### config.mk
export PLATFORM = sky130hd
export DESIGN_NAME = out_port_alloc_flat
export DESIGN_NICKNAME = d
export VERILOG_FILES = /design/src/rtl/out_port_alloc_if.sv /design/src/rtl/out_port_alloc.sv /design/src/flat_wrapper.sv
export SDC_FILE = /design/constraint.sdc
export NUM_CORES = 1
export LEC_CHECK = 0
export CORE_ASPECT_RATIO = 0.6
export CORE_MARGIN = 4
export CORE_UTILIZATION = 60
export DETAILED_ROUTE_END_ITERATION = 10
export PLACE_DENSITY = 0.83
export SLEW_MARGIN = 20
export SYNTH_ARGS = -nofsm -noshare
export SYNTH_HDL_FRONTEND = slang
export SYNTH_SLANG_ARGS = --single-unit
export TNS_END_PERCENT = 50
### constraint.sdc
create_clock -name clk -period 8.76 [get_ports clk]
set_input_delay 2.628 -clock clk [delete_from_list [all_inputs] [get_ports clk]]
set_output_delay 2.628 -clock clk [all_outputs]
set_load 0.1 [all_outputs]
### src/rtl/out_port_alloc_if.sv
// out_port_alloc_if: allocator-side bundle of one output port.
//   req_i    per-input request (head flit routed to this output)
//   vch_i    per-input requested output VC, VCH_W bits each, packed by input
//   tail_i   per-input "head flit is a tail" flag
//   credit_i per-VC credit return strobes from downstream
//   sel_o    one-hot crossbar mux select (zero when no grant)
//   pop_o    per-input dequeue strobe
//   vch_o    VC of the locked packet
//   locked_o allocator holds a packet grant
// master: input-buffer / downstream side; slave: the allocator.
interface out_port_alloc_if #(
    parameter int PORT_N = 5,
    parameter int VCH_N  = 2
);
    localparam int VCH_W = (VCH_N > 1) ? $clog2(VCH_N) : 1;

    logic [PORT_N-1:0]       req_i;
    logic [PORT_N*VCH_W-1:0] vch_i;
    logic [PORT_N-1:0]       tail_i;
    logic [VCH_N-1:0]        credit_i;
    logic [PORT_N-1:0]       sel_o;
    logic [PORT_N-1:0]       pop_o;
    logic [VCH_W-1:0]        vch_o;
    logic                    locked_o;

    modport master (
        output req_i, vch_i, tail_i, credit_i,
        input  sel_o, pop_o, vch_o, locked_o
    );

    modport slave (
        input  req_i, vch_i, tail_i, credit_i,
        output sel_o, pop_o, vch_o, locked_o
    );
endinterface

### src/rtl/out_port_alloc.sv
// out_port_alloc: per-output-port switch allocator.
// Round-robin picks one eligible input (request present and credit available
// on its requested VC), then holds the grant (wormhole) until that input's
// tail flit pops. Per-VC downstream credit counters gate every pop.
// Ports:
//   clk  clock
//   rst  asynchronous active-high reset
//   bus  out_port_alloc_if.slave (requests/credits in, select/pop/vch/locked out)
// The interface instance must use the same PORT_N / VCH_N as this module.
module out_port_alloc #(
    parameter int PORT_N     = 5,
    parameter int VCH_N      = 2,
    parameter int CREDIT_MAX = 4
) (
    input  logic              clk,
    input  logic              rst,
    out_port_alloc_if.slave   bus
);
    localparam int VCH_W = (VCH_N > 1) ? $clog2(VCH_N) : 1;
    localparam int CRD_W = $clog2(CREDIT_MAX + 1);
    localparam int IDX_W = (PORT_N > 1) ? $clog2(PORT_N) : 1;
    localparam logic [CRD_W-1:0] CRD_FULL = CRD_W'(CREDIT_MAX);

    typedef enum logic {IDLE, LOCKED} state_t;

    state_t            state;
    logic [PORT_N-1:0] sel_q;
    logic [VCH_W-1:0]  vch_q;
    logic              locked_q;
    logic [IDX_W-1:0]  rr;
    logic [IDX_W-1:0]  gnt;
    logic [CRD_W-1:0]  credit [VCH_N];

    logic [PORT_N-1:0] elig;
    logic              found;
    logic [IDX_W-1:0]  win;
    logic [IDX_W-1:0]  idx;
    logic [VCH_W-1:0]  win_vch;
    logic [PORT_N-1:0] pop;
    logic              pop_any;
    logic              tail_done;
    logic [VCH_N-1:0]  cred_dec;
    logic [VCH_N-1:0]  cred_inc;

    // Round-robin search starting at rr; first eligible input wins.
    always_comb begin
        for (int unsigned i = 0; i < PORT_N; i++) begin
            elig[i] = bus.req_i[i] && (credit[bus.vch_i[i*VCH_W +: VCH_W]] != '0);
        end
        found = 1'b0;
        win   = '0;
        idx   = '0;
        for (int unsigned k = 0; k < PORT_N; k++) begin
            idx = IDX_W'((32'(rr) + k) % PORT_N);
            if (!found && elig[idx]) begin
                found = 1'b1;
                win   = idx;
            end
        end
        win_vch = bus.vch_i[32'(win)*VCH_W +: VCH_W];
    end

    // sel_q is only non-zero while LOCKED, so masking with it selects input g.
    always_comb begin
        pop = '0;
        if (state == LOCKED && credit[vch_q] != '0) begin
            pop = sel_q & bus.req_i;
        end
        pop_any   = |pop;
        tail_done = |(pop & bus.tail_i);
        for (int unsigned v = 0; v < VCH_N; v++) begin
            cred_dec[v] = pop_any && (vch_q == VCH_W'(v));
            cred_inc[v] = bus.credit_i[v];
        end
    end

    always_ff @(posedge clk or posedge rst) begin
        if (rst) begin
            state    <= IDLE;
            sel_q    <= '0;
            vch_q    <= '0;
            locked_q <= 1'b0;
            rr       <= '0;
            gnt      <= '0;
            for (int unsigned v = 0; v < VCH_N; v++) begin
                credit[v] <= CRD_FULL;
            end
        end else begin
            for (int unsigned v = 0; v < VCH_N; v++) begin
                if (cred_inc[v] && !cred_dec[v]) begin
                    if (credit[v] != CRD_FULL) begin
                        credit[v] <= credit[v] + 1'b1;
                    end
                end else if (cred_dec[v] && !cred_inc[v]) begin
                    credit[v] <= credit[v] - 1'b1;
                end
            end

            case (state)
                IDLE: begin
                    if (found) begin
                        sel_q    <= PORT_N'(1) << win;
                        vch_q    <= win_vch;
                        locked_q <= 1'b1;
                        gnt      <= win;
                        state    <= LOCKED;
                    end else begin
                        sel_q    <= '0;
                        locked_q <= 1'b0;
                    end
                end
                LOCKED: begin
                    if (tail_done) begin
                        sel_q    <= '0;
                        locked_q <= 1'b0;
                        rr       <= (gnt == IDX_W'(PORT_N - 1)) ? '0 : gnt + 1'b1;
                        state    <= IDLE;
                    end
                end
                default: state <= IDLE;
            endcase
        end
    end

    assign bus.sel_o    = sel_q;
    assign bus.pop_o    = pop;
    assign bus.vch_o    = vch_q;
    assign bus.locked_o = locked_q;

    a_sel_onehot0: assert property (@(posedge clk) disable iff (rst) $onehot0(sel_q));
    a_pop_in_sel:  assert property (@(posedge clk) disable iff (rst) (pop & ~sel_q) == '0);
    a_locked_sel:  assert property (@(posedge clk) disable iff (rst) locked_q == (|sel_q));

    // A return while already full is a downstream protocol error.
    for (genvar gv = 0; gv < VCH_N; gv++) begin : g_ovf
        a_credit_ovf: assert property (@(posedge clk) disable iff (rst)
            !(cred_inc[gv] && !cred_dec[gv] && credit[gv] == CRD_FULL));
    end
endmodule
### src/flat_wrapper.sv
// flat-port wrapper written by rule: the top's interface ports become plain ports
module out_port_alloc_flat 
#(
    parameter int PORT_N     = 5,
    parameter int VCH_N      = 2,
    parameter int CREDIT_MAX = 4
)
  (clk, rst, bus_req_i, bus_vch_i, bus_tail_i, bus_credit_i, bus_sel_o, bus_pop_o, bus_vch_o, bus_locked_o);
  out_port_alloc_if #(.PORT_N(PORT_N), .VCH_N(VCH_N)) bus_i ();
  input  logic clk;
  input  logic rst;
  input wire logic [$bits(bus_i.req_i)-1:0] bus_req_i;
  input wire logic [$bits(bus_i.vch_i)-1:0] bus_vch_i;
  input wire logic [$bits(bus_i.tail_i)-1:0] bus_tail_i;
  input wire logic [$bits(bus_i.credit_i)-1:0] bus_credit_i;
  output wire logic [$bits(bus_i.sel_o)-1:0] bus_sel_o;
  output wire logic [$bits(bus_i.pop_o)-1:0] bus_pop_o;
  output wire logic [$bits(bus_i.vch_o)-1:0] bus_vch_o;
  output wire logic [$bits(bus_i.locked_o)-1:0] bus_locked_o;
  assign bus_i.req_i = bus_req_i;
  assign bus_i.vch_i = bus_vch_i;
  assign bus_i.tail_i = bus_tail_i;
  assign bus_i.credit_i = bus_credit_i;
  assign bus_sel_o = bus_i.sel_o;
  assign bus_pop_o = bus_i.pop_o;
  assign bus_vch_o = bus_i.vch_o;
  assign bus_locked_o = bus_i.locked_o;
  out_port_alloc #(.PORT_N(PORT_N), .VCH_N(VCH_N), .CREDIT_MAX(CREDIT_MAX)) u_core (.clk(clk), .rst(rst), .bus(bus_i));
endmodule
==> results of run 1 <==
[through the flow]
| step | setup WS (ns) | instance area, sq um | std cells | hold WS [ns] |
|---|---|---|---|---|
| 6_report | 1.58 | 3080 | 417 | 0.530 |
| 5_1_grt | 1.52 | 3080 | 417 | 0.582 |
| 4_1_cts | 1.58 | 3080 | 417 | 0.535 |
| 3_5_place_dp | 1.58 | 3010 | 413 | 0.511 |
| 3_3_place_gp | 1.60 | 3010 | 413 | 0.473 |
| 2_1_floorplan | 2.12 | 2720 | 342 | 0.508 |
[state kept, by name, indices dropped and copies added (netlist names)]
signal               count
u_core.bus.locked_o      1
u_core.credit            6
u_core.rr                3
u_core.bus.sel_o         5
u_core.gnt               3
u_core.state             1
u_core.bus.vch_o         1
[per-layer routing]
metal | global-route usage | vias to the layer above | wire, microns
met2 | 0.398 | 108 | 3070
met1 | 0.403 | 1294 | 3460
li1 | - | 1294 | -
met4 | 0.0349 | 0 | 38
met5 | 0 | - | 0
met3 | 0.0553 | 11 | 661
[final cells by class]
class                   instances  area, sq um
flip-flops and latches         20          503
clock buffers                   3         41.3
clock inverters                 1         30.0
inverters                      23         86.3
multi-input cells             280         2040
fillers                       340         1160
well taps                      60         75.1
repair buffers                 30          300
[cells by family after synthesis]
kind of cell / share of synthesized area
flip-flops: 0.185
XOR/XNOR: 0.0358
multiplexers: 0.0708
AND/OR/NAND/NOR: 0.269
adder cells (fa/ha/maj): 0.0928
AO/OA/AOI/OAI: 0.282
buffers and inverters: 0.0653
[Yosys cell counts, types with 5 or more instances]
cell      count  area share
nor2_1       29       0.040
or3_1         5       0.011
mux2i_1      11       0.040
buf_2         7       0.013
o21bai_1      5       0.014
nand3_1       8       0.015
nand2_1      25       0.034
nor2b_1       5       0.011
xnor2_1       7       0.023
a21o_1        5       0.014
nor3_1       14       0.026
o21ai_0      16       0.029
o21ai_1       6       0.011
clkbuf_1     10       0.014
or4b_1        6       0.022
o211ai_1      8       0.022
ha_1         17       0.078
a21oi_1      20       0.037
o22ai_1       5       0.011
dfrtp_1      18        0.17
nand2b_1      9       0.021
a211o_1       5       0.016
inv_1        19       0.026
[worst register-to-register path, delay by kind of cell (launching register included)]
kind | cells | cell delay (ns)
and+or+nand+nor | 5 | 1.36
AOI/OAI and AO/OA | 5 | 1.45
buffers and inverters | 3 | 1.30
adders and majority gates | 2 | 1.17
DFF | 1 | 0.86
[worst paths after layout]
path                                           from             endpoint  slack (ns)  depth (start not counted)
min in group asynchronous                       rst     u_core.credit[4]        2.79                          2
worst max register to register         u_core.rr[0]     u_core.bus.vch_o        2.50                         15
max in group asynchronous                       rst  u_core.bus.sel_o[0]        5.49                          2
worst min register to register  u_core.bus.locked_o  u_core.bus.locked_o        0.53                          2
worst min-delay path            u_core.bus.locked_o  u_core.bus.locked_o        0.53                          2
worst max-delay path                   bus_req_i[2]         bus_pop_o[2]        1.58                          4
==> key figures, run 1 <==
Detailed routing
  • Pre-antenna DRT Iters: 5
  • DRT Wirelength: 7220 microns
  • Post-route ant nets: 0
  • Vias per Instance: 6.49
  • Initial DRC Count: 268
  • Drt drc: 0
  • DR WL/cell: 17.3 microns
  • Vias: 2707

STA
  • Final Max Tran Viols: 0
  • Finish-stage setup viols: 0
  • Hold Violations, Final: 0
  • Worst Max-Slew Pin Slew: 0.980 ns
  • Crit share post-route: 0.820
  • Peak Freq: 139 MHz
  • Post-route setup TNS: 0 ns
  • RSZ-0062 raised after global routing: false
  • Final clock skew: 0.00738 ns
  • Min Tclk post-route: 7.18 ns
  • Relative slew margins: 0.345

Synth
  • Mapped cell area: 0.00272 sq mm
  • Yosys warnings: 0
  • Syn Nets: 380
  • EDFF count, synth: 0
  • Cell count after synthesis: 342
  • Synth unique cells: 74
  • Async S/R FF share, synth: 1.00
  • Prevailing post-synth register cell: dfrtp_1
  • Post-Syn Area per Cell: 7.96 sq um
  • #FFs+latches synth: 20
  • Sequential share of the synthesized area: 0.185

Die
  • Die width: 95.0 microns
  • Initial Util: 0.643
  • Die Span Y: 60.2 microns
  • Die ar.: 0.00571 sq mm
  • Rows: 18
  • Io pins: 31
  • Core area: 0.00423 sq mm

Clock network
  • Clk sinks: 20
  • Post-CTS Setup Inserts: 0
  • Post-CTS Hold Buffers: 0
  • CTS H-tree depth: 1
  • Clk_lat worst skew: 0.27 ns
  • CTS tree: built
  • Clk pin slew, worst setup/hold paths: 0.08 ns
  • Root Buffer: clkbuf_8
  • CTS Buffer Depth: 2
  • Num CTS Buffers: 3
  • Post-cts sizing count: 0

Outcome
  • Status: finished clean

Setup path
  • CP Cell Sequence: clkdlybuf4s50_1, nand2_1, nor2_1, clkdlybuf4s50_1
  • Crit Path Class: in -> out
  • Critical path's most frequent cell: clkdlybuf4s50_1
  • Critical path endpoint category: output pin
  • Worst Path Max Fanout: 2
  • Crit path buf inv count: 2
  • Slowest stage delay, CP: 1.17 ns
  • Startpoint Class: input port
  • Top delay family on crit path: buffers and inverters
  • Critical Path RT: 6.13 ns
  • Slowest stage cell, crit path: clkdlybuf4s50_1
  • Worst EP arrival: 4.55 ns

Cells and area
  • Most frequent cells in the layout: clkdlybuf4s50_1, nor2_1, nand2_1
  • Synth-to-Final Area Change: 13.1%
  • Diode count: 0
  • Share of layout cells above drive strength 1: 0.0924
  • Layout Utilization: 0.727
  • Layout net count: 396
  • Commonest non-fill, non-tap cell in the layout: clkdlybuf4s50_1

Global routing
  • Gr usage total: 0.267
  • Maximum number of pins on one net before global-route repair: 23
  • Total grt overflow: 0
  • First-pass GRT wire length: 11900 microns
  • Vias in the first global route: 2434
  • Initial antenna violation count: 0

Place
  • GPL Wtd Cong: 0.904
  • DPL Wire Length: 5670 microns
  • Number of port buffers: 30

Worst hold path
  • HP Class: reg -> reg

Job
  • Max Cap Viol: 0
Power of run 1 is not shown: default switching activity piles up to over one toggle a cycle in this logic, so the estimate is an artifact.
==> inputs of run 2 (changes only) <==
--- a/config.mk
+++ b/config.mk
@@ -7,9 +7,9 @@
 export LEC_CHECK = 0
 export CORE_ASPECT_RATIO = 0.6
 export CORE_MARGIN = 4
-export CORE_UTILIZATION = 60
+export CORE_UTILIZATION = 52
 export DETAILED_ROUTE_END_ITERATION = 10
-export PLACE_DENSITY = 0.83
+export PLACE_DENSITY = 0.77
 export SLEW_MARGIN = 20
 export SYNTH_ARGS = -nofsm -noshare
 export SYNTH_HDL_FRONTEND = slang
==> constraint.sdc (replaced) <==
create_clock -name clk -period 6.4 [get_ports clk]
set_input_delay 1.92 -clock clk [delete_from_list [all_inputs] [get_ports clk]]
set_output_delay 1.92 -clock clk [all_outputs]
set_load 0.1 [all_outputs]
==> run 2 against run 1 <==
Cell count is 1.7% higher. Highest routed layer unchanged. Register-to-register slack worse by 1.9 ns. Via count is 0.26% lower. Wire length is 1.4% higher. Die area is 14% higher. Sequential share of layout area hardly changed. Non-clock buffer count is 1 higher. Clock-buffer cell count stayed put. Hold slack worse by 0.043 ns. Largest cell class unchanged. Critical path type is now reg -> reg. Global-route usage is 4.4 points lower.
==> key figures, run 2 (synthesis results as in run 1) <==
Detailed routing
  • DR WL/cell: 17.3 microns
  • Pre-antenna DRT Iters: 5
  • Vias: 2700
  • Drt drc: 0
  • Post-route ant nets: 0
  • DRT Wirelength: 7320 microns
  • Initial DRC Count: 258
  • Vias per Instance: 6.37

Die
  • Initial Util: 0.539
  • Io pins: 31
  • Die Span Y: 64.1 microns
  • Rows: 20
  • Core area: 0.00505 sq mm
  • Die width: 101 microns
  • Die ar.: 0.00650 sq mm

Outcome
  • Status: finished clean

Clock network
  • Post-CTS Hold Buffers: 0
  • Root Buffer: clkbuf_8
  • CTS H-tree depth: 1
  • Clk_lat worst skew: 0.27 ns
  • Post-cts sizing count: 0
  • Clk sinks: 20
  • CTS Buffer Depth: 2
  • Post-CTS Setup Inserts: 0
  • CTS tree: built
  • Clk pin slew, worst setup/hold paths: 0.08 ns
  • Num CTS Buffers: 3

STA
  • Finish-stage setup viols: 0
  • Peak Freq: 174 MHz
  • Relative slew margins: 0.346
  • Crit share post-route: 0.900
  • Post-route setup TNS: 0 ns
  • RSZ-0062 raised after global routing: false
  • Final clock skew: 0.00458 ns
  • Worst Max-Slew Pin Slew: 0.977 ns
  • Final Max Tran Viols: 0
  • Min Tclk post-route: 5.76 ns
  • Hold Violations, Final: 0

Cells and area
  • Layout net count: 397
  • Share of layout cells above drive strength 1: 0.109
  • Largest register by flop count: u_core.credit
  • Commonest non-fill, non-tap cell in the layout: nor2_1
  • Most frequent cells in the layout: nor2_1, nand2_1, clkdlybuf4s50_1
  • Diode count: 0
  • Synth-to-Final Area Change: 13.1%
  • Max reg flops: 6
  • Fin area: 0.00308 sq mm

Global routing
  • First-pass GRT wire length: 11700 microns
  • Vias in the first global route: 2353
  • Total grt overflow: 0
  • Maximum number of pins on one net before global-route repair: 23
  • Gr usage total: 0.223
  • Initial antenna violation count: 0

Setup path
  • Critical path endpoint category: register
  • Worst Path Max Fanout: 22
  • Critical Path RT: 6.55 ns
  • Startpoint Class: register
  • Crit Path Class: reg -> reg
  • Worst EP arrival: 5.91 ns

Worst hold path
  • HP Class: reg -> reg

Place
  • GPL Wtd Cong: 0.900
  • Number of port buffers: 30
  • DPL Wire Length: 5750 microns
  • DP Area: 0.00301 sq mm

Job
  • Max Cap Viol: 0
run 2: cell types whose count changed in the layout (fill, tap and decap cells not counted), sizes merged:
| cell | change |
|---|---|
| buf | +6 |
| clkdlybuf4s50 | -5 |
run 2: area by class of cell:
class                   instances  area (sq um)
inverters                      23          86.3
repair buffers                 31           295
multi-input cells             280          2040
clock buffers                   3          41.3
fillers                       443          1970
well taps                      66          82.6
clock inverters                 1          30.0
flip-flops and latches         20           503
run 2: routing by layer:
layer / vias up / routed length, microns / GRT usage
met2: 131 / 2920 / 0.301
met3: 10 / 678 / 0.0513
met1: 1262 / 3680 / 0.361
met5: - / 0 / 0
li1: 1297 / - / -
met4: 0 / 53 / 0.0216
run 2: critical path: stages, from the launching register on:
cell	delay, ns
dfrtp_1	0.81
clkinv_1	0.53
ha_1	0.75
clkinv_1	0.44
ha_1	0.39
or3_4	0.38
a21oi_4	0.18
nor2_2	0.11
or4_1	0.53
a311o_1	0.33
o311a_1	0.15
nor4b_4	0.16
a22oi_1	0.38
o211ai_1	0.19
a211oi_2	0.24
a211oi_2	0.06
run 2: path summary, 6_finish.rpt:
kind                                           from                  end  slack (ns)  depth (start not counted)
worst min-delay path            u_core.bus.locked_o  u_core.bus.locked_o        0.49                          2
worst max-delay path                   u_core.rr[0]     u_core.bus.vch_o        0.64                         15
max in group asynchronous                       rst  u_core.bus.sel_o[0]        3.81                          2
worst min register to register  u_core.bus.locked_o  u_core.bus.locked_o        0.49                          2
worst max register to register         u_core.rr[0]     u_core.bus.vch_o        0.64                         15
min in group asynchronous                       rst         u_core.state        2.10                          2
run 2: stage by stage:
stage                     utilization  hold slack [ns]  setup slack, ns  instances
after detailed placement        0.595            0.471            0.822        420
after global placement          0.595            0.470             1.08        420
after CTS                       0.609            0.494            0.736        424
after global routing            0.609            0.561            0.240        424
after floorplan                     -            0.508             1.18        342
final                           0.609            0.488            0.639        424
Power of run 2 is left out for the same reason.
